--- config.mk ---
export PLATFORM = sky130hd
export DESIGN_NAME = au_op_sequencer
export DESIGN_NICKNAME = d
export VERILOG_FILES = /design/src/rtl/au_op_sequencer.sv
export SDC_FILE = /design/constraint.sdc
export NUM_CORES = 1
export LEC_CHECK = 0
export ABC_AREA = 1
export ABC_CLOCK_PERIOD_IN_PS = 20200
export CAP_MARGIN = 0
export CORE_ASPECT_RATIO = 0.8
export CORE_MARGIN = 2
export CORE_UTILIZATION = 30
export CTS_BUF_LIST = sky130_fd_sc_hd__clkbuf_4
export DETAILED_ROUTE_END_ITERATION = 12
export PLACE_DENSITY = 0.48
export SLEW_MARGIN = 10
export SYNTH_ARGS = -nofsm -noshare
export SYNTH_HDL_FRONTEND = slang
export SYNTH_SLANG_ARGS = --single-unit
--- constraint.sdc ---
create_clock -name clk -period 20.2 [get_ports clk]
set_clock_uncertainty 0.15 [all_clocks]
set_input_delay 4.04 -clock clk [delete_from_list [all_inputs] [get_ports clk]]
set_output_delay 4.04 -clock clk [all_outputs]
set_load 0.01 [all_outputs]
--- src/rtl/au_op_sequencer.sv ---
// au_op_sequencer: multicycle controller in front of the 32-bit arithmetic unit.
// Takes one ADD/SUB/MULT/DIV request at a time over valid/ready.
// ADD/SUB finish in one cycle. MULT is an unsigned shift-add multiply and DIV is an
// unsigned restoring divide, and each of those retires one bit per cycle.
// The result is held until the consumer accepts it.
// Optional build macro: AU_SEQ_EARLY_TERM_EN. When it is defined, a MULT with a zero
// operand, or a DIV with a < b, finishes in the first iteration cycle.
// Reset rst_n is asynchronous and active-high.
module au_op_sequencer #(
  parameter int WIDTH = 32,
  parameter int CNT_W = 6
) (
  input  logic             clk,
  input  logic             rst_n,
  input  logic             req_valid,
  output logic             req_ready,
  input  logic [1:0]       req_op,
  input  logic [WIDTH-1:0] req_a,
  input  logic [WIDTH-1:0] req_b,
  output logic             rsp_valid,
  input  logic             rsp_ready,
  output logic [WIDTH-1:0] rsp_s,
  output logic [WIDTH-1:0] rsp_hi,
  output logic [WIDTH-1:0] rsp_lo,
  output logic             rsp_zero,
  output logic             div0_err,
  output logic             busy
);

  typedef enum logic [2:0] {S_IDLE, S_ADDSUB, S_MUL, S_DIV, S_DONE} state_t;

  state_t           state_q, state_d;
  logic [WIDTH-1:0] a_q, a_d, b_q, b_d;
  logic             sub_q, sub_d;
  logic [WIDTH-1:0] hi_q, hi_d, lo_q, lo_d;
  logic [CNT_W-1:0] cnt_q, cnt_d;
  logic             rsp_valid_q, rsp_valid_d;
  logic [WIDTH-1:0] rsp_s_q, rsp_s_d, rsp_hi_q, rsp_hi_d, rsp_lo_q, rsp_lo_d;
  logic             rsp_zero_q, rsp_zero_d, div0_q, div0_d;

  logic [WIDTH-1:0] addsub_s;
  logic [WIDTH:0]   mul_sum;
  logic [WIDTH-1:0] mul_hi_n, mul_lo_n;
  logic [WIDTH:0]   div_rem_sh;
  logic [WIDTH-1:0] div_hi_n, div_lo_n;
  logic             last_iter;

  // Single-step datapath: the add/sub result, one multiply step and one divide step.
  always_comb begin
    addsub_s = a_q + (b_q ^ {WIDTH{sub_q}}) + WIDTH'(sub_q);
    mul_sum  = {1'b0, hi_q} + {1'b0, (lo_q[0] ? b_q : '0)};
    mul_hi_n = mul_sum[WIDTH:1];
    mul_lo_n = {mul_sum[0], lo_q[WIDTH-1:1]};
    // The bit shifted out of rem is kept as div_rem_sh[WIDTH]. This keeps the
    // compare exact when b is at or above 2**(WIDTH-1).
    div_rem_sh = {hi_q, lo_q[WIDTH-1]};
    if (div_rem_sh >= {1'b0, b_q}) begin
      div_hi_n = div_rem_sh[WIDTH-1:0] - b_q;
      div_lo_n = {lo_q[WIDTH-2:0], 1'b1};
    end else begin
      div_hi_n = div_rem_sh[WIDTH-1:0];
      div_lo_n = {lo_q[WIDTH-2:0], 1'b0};
    end
    last_iter = (cnt_q == CNT_W'(WIDTH - 1));
  end

  // Next-state and next-result logic for the controller FSM.
  always_comb begin
    // NOTE: every variable gets a hold default first, so no path through the case infers a latch.
    state_d     = state_q;
    a_d         = a_q;
    b_d         = b_q;
    sub_d       = sub_q;
    hi_d        = hi_q;
    lo_d        = lo_q;
    cnt_d       = cnt_q;
    rsp_valid_d = rsp_valid_q;
    rsp_s_d     = rsp_s_q;
    rsp_hi_d    = rsp_hi_q;
    rsp_lo_d    = rsp_lo_q;
    rsp_zero_d  = rsp_zero_q;
    div0_d      = div0_q;

    case (state_q)
      S_IDLE: begin
        if (req_valid && req_ready) begin
          a_d   = req_a;
          b_d   = req_b;
          sub_d = req_op[0];
          cnt_d = '0;
          hi_d  = '0;
          lo_d  = req_a;
          if (!req_op[1]) begin
            state_d = S_ADDSUB;
          end else if (!req_op[0]) begin
            state_d = S_MUL;
          end else if (req_b != '0) begin
            state_d = S_DIV;
          end else begin
            // Divide by zero reports straight away with a zero result.
            hi_d        = '0;
            lo_d        = '0;
            rsp_s_d     = '0;
            rsp_hi_d    = '0;
            rsp_lo_d    = '0;
            rsp_zero_d  = 1'b1;
            div0_d      = 1'b1;
            rsp_valid_d = 1'b1;
            state_d     = S_DONE;
          end
        end
      end

      S_ADDSUB: begin
        rsp_s_d     = addsub_s;
        rsp_hi_d    = '0;
        rsp_lo_d    = '0;
        rsp_zero_d  = (addsub_s == '0);
        div0_d      = 1'b0;
        rsp_valid_d = 1'b1;
        state_d     = S_DONE;
      end

      S_MUL: begin
`ifdef AU_SEQ_EARLY_TERM_EN
        if (cnt_q == '0 && (a_q == '0 || b_q == '0)) begin
          hi_d        = '0;
          lo_d        = '0;
          rsp_s_d     = '0;
          rsp_hi_d    = '0;
          rsp_lo_d    = '0;
          rsp_zero_d  = 1'b1;
          div0_d      = 1'b0;
          rsp_valid_d = 1'b1;
          state_d     = S_DONE;
        end else
`endif
        begin
          hi_d  = mul_hi_n;
          lo_d  = mul_lo_n;
          cnt_d = cnt_q + 1'b1;
          if (last_iter) begin
            rsp_s_d     = '0;
            rsp_hi_d    = mul_hi_n;
            rsp_lo_d    = mul_lo_n;
            rsp_zero_d  = ({mul_hi_n, mul_lo_n} == '0);
            div0_d      = 1'b0;
            rsp_valid_d = 1'b1;
            state_d     = S_DONE;
          end
        end
      end

      S_DIV: begin
`ifdef AU_SEQ_EARLY_TERM_EN
        if (cnt_q == '0 && a_q < b_q) begin
          hi_d        = a_q;
          lo_d        = '0;
          rsp_s_d     = '0;
          rsp_hi_d    = a_q;
          rsp_lo_d    = '0;
          rsp_zero_d  = (a_q == '0);
          div0_d      = 1'b0;
          rsp_valid_d = 1'b1;
          state_d     = S_DONE;
        end else
`endif
        begin
          hi_d  = div_hi_n;
          lo_d  = div_lo_n;
          cnt_d = cnt_q + 1'b1;
          if (last_iter) begin
            rsp_s_d     = '0;
            rsp_hi_d    = div_hi_n;
            rsp_lo_d    = div_lo_n;
            rsp_zero_d  = ({div_hi_n, div_lo_n} == '0);
            div0_d      = 1'b0;
            rsp_valid_d = 1'b1;
            state_d     = S_DONE;
          end
        end
      end

      S_DONE: begin
        if (rsp_ready) begin
          rsp_valid_d = 1'b0;
          state_d     = S_IDLE;
        end
      end

      default: state_d = S_IDLE;
    endcase
  end

  // State and result registers. Every register, including the work registers, clears on reset.
  always_ff @(posedge clk or posedge rst_n) begin
    if (rst_n) begin
      state_q     <= S_IDLE;
      a_q         <= '0;
      b_q         <= '0;
      sub_q       <= 1'b0;
      hi_q        <= '0;
      lo_q        <= '0;
      cnt_q       <= '0;
      rsp_valid_q <= 1'b0;
      rsp_s_q     <= '0;
      rsp_hi_q    <= '0;
      rsp_lo_q    <= '0;
      rsp_zero_q  <= 1'b0;
      div0_q      <= 1'b0;
    end else begin
      // NOTE: non-blocking assignments make every register sample the same pre-edge values.
      state_q     <= state_d;
      a_q         <= a_d;
      b_q         <= b_d;
      sub_q       <= sub_d;
      hi_q        <= hi_d;
      lo_q        <= lo_d;
      cnt_q       <= cnt_d;
      rsp_valid_q <= rsp_valid_d;
      rsp_s_q     <= rsp_s_d;
      rsp_hi_q    <= rsp_hi_d;
      rsp_lo_q    <= rsp_lo_d;
      rsp_zero_q  <= rsp_zero_d;
      div0_q      <= div0_d;
    end
  end

  assign req_ready = (state_q == S_IDLE) && !rst_n;
  assign busy      = (state_q != S_IDLE);
  assign rsp_valid = rsp_valid_q;
  assign rsp_s     = rsp_s_q;
  assign rsp_hi    = rsp_hi_q;
  assign rsp_lo    = rsp_lo_q;
  assign rsp_zero  = rsp_zero_q;
  assign div0_err  = div0_q;

endmodule

After elaboration in Yosys (flattened, before gate mapping). Cells that the tools add are included.

Bits in registers: 237. Input port bits: 70. Output and inout port bits: 101. Logic and storage cells: 98.

Add/subtract/negate cells: 5. $lt $le $gt $ge: 1. Eq/ne operators: 13. Muxes and demuxes: 43. Bitwise logic cells: 1. Reductions and logical operators: 22.

Operators with widths (count): $mux 32 (16); $pmux 32 s3 (3); $pmux 32 s4 (2); $logic_not 64->1 (2); $add 32x32->33 (1); $ge 33x32->1 (1); $add 32x1->32 (1); $add 32x32->32 (1); $logic_not 32->1 (1); $reduce_bool 32->1 (1); $sub 32x32->32 (1); $xor 32x32->32 (1); $mux 3 (6); $ne 2x2->1 const B (7); $reduce_and 7->1 (2); $pmux 3 s4 (1); $pmux 6 s2 (1); $mux 1 (10); $reduce_bool 3->1 (3); $pmux 1 s4 (2); $reduce_bool 4->1 (2); $add 6x1->6 const B (1); $eq 3x2->1 const B (2); $eq 6x5->1 const B (1); 13 further kinds (16).

Depth between registers and ports, before layout.
Depth after elaboration: 6. Mapped depth: 26. Mapped depth without buffers: 24.

Worst setup path before layout. OpenSTA, ideal clock, no wires.

Path kind: input to output. From: input port rst_n. To: output port req_ready. Data arrival time: 4186 ps. Setup slack: 11824 ps. Stages on the path: 1. Cell sequence: nor2_2.

Cells in the longest elaborated chain, start to end: 2.

Ends and longest elaborated chain: start: declaration (line 14) `input logic rst_n,`; $logic_not 1->1 (line 229) `assign req_ready = (state_q == S_IDLE) && !rst_n;`; $logic_and 1x1->1 (line 229); end: declaration (line 16) `output logic req_ready,`.

No other way between the ends.

Final worst setup path. Same ends and word-level chain as after synthesis.

==> results.md <==
* DRT antenna net count at 0
* R2R Path Start: state_q[2]
* Vias per cell at 4.92
* Final Max Tran Viols at 0
* Remaining global-route overflow at 0
* Die width at 275 um
* WS Path Type: input pin to output port
* Synth area leaders: dfrtp_1, nand2_1, inv_1
* Synthesized flop and latch total at 237
* Row cnt at 79
* Outcome: completed
* Hold path depth at 2
* FF-to-FF End: rsp_zero
* Clk Latency, worst-skew pair at 0.84 ns
* Final setup fails at 0
* Ports at 171
* Post-Synthesis Cells at 2716
* Area delta synth->final at 19.0%
* Top delay family on crit path: buffers and inverters
* Gpl congestion at 0.897
* Worst path cell trace: clkdlybuf4s50_1 -> nor2_2 -> clkdlybuf4s50_1
* IO buf count at 170
* Vias in the first global route at 17600
* First DRT Iteration DRCs at 1664
* WP buf/inv at 2
* Routed length per instance at 19.0 um
* Final Cycle Share at 47.0%
* Post-cts gate resize count at 0
* Hold_buf cts at 0
* Normalized max-slew margin at 23.2%
* CTS Buf Count at 72
* Tmin final at 9.49 ns
* Worst min path class: flop to flop
* Syn_nets at 2884
* Seq/Total Area, Yosys at 33.5%
* Final hold vios at 0
* Die area at 60900 um2
* Max frequency at 105 MHz
* Initial antenna violation count at 2
* H-tree Lvls at 3
* Dpl hpwl at 56.1 mm
* Initial Utilization at 30.4%
* FILL cells at 6449
* Critical Path RT at 16.01 ns
* RSZ-0062 raised after global routing: no
* CP most frequent cell: clkdlybuf4s50_1
* Die H at 221 um
* Routed WL at 70.8 mm
* Largest net degree at the start of global routing at 105
* Post-Syn Area at 17700 um2
* Nets@finish at 3062
* Syn Area/Cell at 6.51 um2
* Worst-Margin Slew at 1.15 ns
* CP arrival at 5.30 ns
* Nature of the critical path endpoint: output port
* Synth warnings at 0
* Crit start category: input pin
* Global-route wire length before repair at 108 mm
* Router iterations before antenna repair at 5
* Fin Setup TNS at 0 ns
* Clk buf depth at 3
* Drc violations at 0
* # Post-CTS Setup Buffers at 0
* Core Area at 58200 um2
* Share of the synthesized area in the top cell type at 33.5%
* CTS Sinks at 237
* Via count at 18300
* Hold Crit Start: rsp_hi[18]
* Critical Path Max Stage Delay at 0.55 ns
* Share of layout cells above drive strength 1 at 5.16%
* CP max stage cell: clkdlybuf4s50_1
* WHS Endpoint: rsp_hi[18]
* R2R depth at 14
* Reg2reg setup slack at 15.91 ns
* CTS tree: built
* Clk slew on worst S/H paths at 0.06 ns
* MaxCap Viol Count at 0
* Yosys top cell by area: dfrtp_1
* Netlist cell types at 43
* Crit path max fanout at 2
* Root buffer cell: clkbuf_4
* GRT Total Usage at 23.2%
synth_stat cells (all sizes together):
master / number
a21boi: 3
a21o: 5
a21oi: 102
a22o: 16
a22oi: 3
a31oi: 31
and2: 4
buf: 25
clkbuf: 51
clkinv: 1
dfrtp: 237
fa: 3
ha: 95
inv: 428
nand2: 905
nand3: 169
nand3b: 19
nand4: 33
nor2: 249
nor3: 19
nor4: 9
o211ai: 1
o21a: 2
o21ai: 192
o21bai: 10
o22ai: 39
or2: 4
xnor2: 12
xor2: 49
stage by stage:
| step | worst slack (ns) | instances | area, um2 | hold slack, ns | util [%] |
|---|---|---|---|---|---|
| after floorplan | 9.51 | 2716 | 17700 | 0.305 | - |
| after global placement | 10.69 | 3589 | 20100 | 0.316 | 34.5 |
| after detailed placement | 10.70 | 3589 | 20100 | 0.324 | 34.5 |
| after CTS | 10.70 | 3715 | 21000 | 0.339 | 36.1 |
| after global routing | 10.64 | 3716 | 21000 | 0.358 | 36.1 |
| final | 10.71 | 3717 | 21000 | 0.332 | 36.1 |
flip-flops by register name (all words and copies together) (netlist names), 3 cells and up:
signal,cells
state_q,3
cnt_q,6
rsp_s,32
a_q,32
b_q,32
hi_q,32
rsp_hi,32
rsp_lo,32
lo_q,32
metal layers:
layer,GRT usage (%),wire length (um),vias to the layer above
li1,-,-,9028
met1,36.1,36400,8607
met2,31.7,27600,554
met3,5.43,5240,101
met4,5.70,1500,0
met5,0,0,-
cell families (layout without fill, tap and decap cells):
logic type / Yosys count / count (layout) / share of synthesized area, %
adders and majority gates: 98 / 98 / 7.06
and+or+nand+nor: 1411 / 1411 / 32.8
other: 0 / 2 / 0
buffers and inverters: 505 / 735 / 10.9
DFF: 237 / 237 / 33.5
xor gates and xnor gates: 61 / 61 / 3.02
AOI/OAI and AO/OA: 404 / 404 / 12.6
layout by cell type, fill, tap and decap left out, types with 3 or more instances in the layout:
cell type	instances
a21boi_0	3
a21o_1	5
a21oi_1	101
a22o_1	16
a22oi_1	3
a31oi_1	31
and2_1	3
buf_4	10
clkbuf_4	97
clkdlybuf4s50_1	170
clkinv_1	18
clkinv_2	5
dfrtp_1	237
fa_1	3
ha_1	95
inv_1	417
inv_2	11
nand2_1	900
nand2_2	3
nand3_1	167
nand3b_1	19
nand4_1	33
nor2_1	240
nor2_2	6
nor2_4	3
nor3_1	17
nor4_1	8
o21ai_0	182
o21ai_1	10
o21bai_1	10
o22ai_1	39
xnor2_1	12
xor2_1	49
worst min-delay path, delay by kind of cell (launching register included):
family / cells / cell delay, ns
AO/OA/AOI/OAI: 1 / 0.06
AND/OR/NAND/NOR: 1 / 0.05
flip-flops: 1 / 0.34
final cells by class:
cell class | instances | area [um2] | share of cell area (%)
multi-input cells | 1974 | 9830 | 46.7
flip-flops and latches | 237 | 5930 | 28.2
repair buffers | 180 | 1780 | 8.44
inverters | 429 | 1620 | 7.69
well taps | 769 | 962 | 4.57
clock buffers | 97 | 728 | 3.46
clock inverters | 29 | 189 | 0.898
diodes | 2 | 5.00 | 0.0238
how the worst max path moves through the flow:
| stage | slack, ns | cells past startpoint | to | from |
|---|---|---|---|---|
| after global placement | 10.69 | 3 | req_ready | rst_n |
| after detailed placement | 10.70 | 3 | req_ready | rst_n |
| after CTS | 10.70 | 3 | req_ready | rst_n |
| final | 10.71 | 3 | req_ready | rst_n |
| after floorplan | 9.51 | 1 | a_q[0] | rst_n |
| after global routing | 10.64 | 3 | req_ready | rst_n |
Power is not shown: default switching activity piles up to over one toggle a cycle in this logic, so the estimate is an artifact.
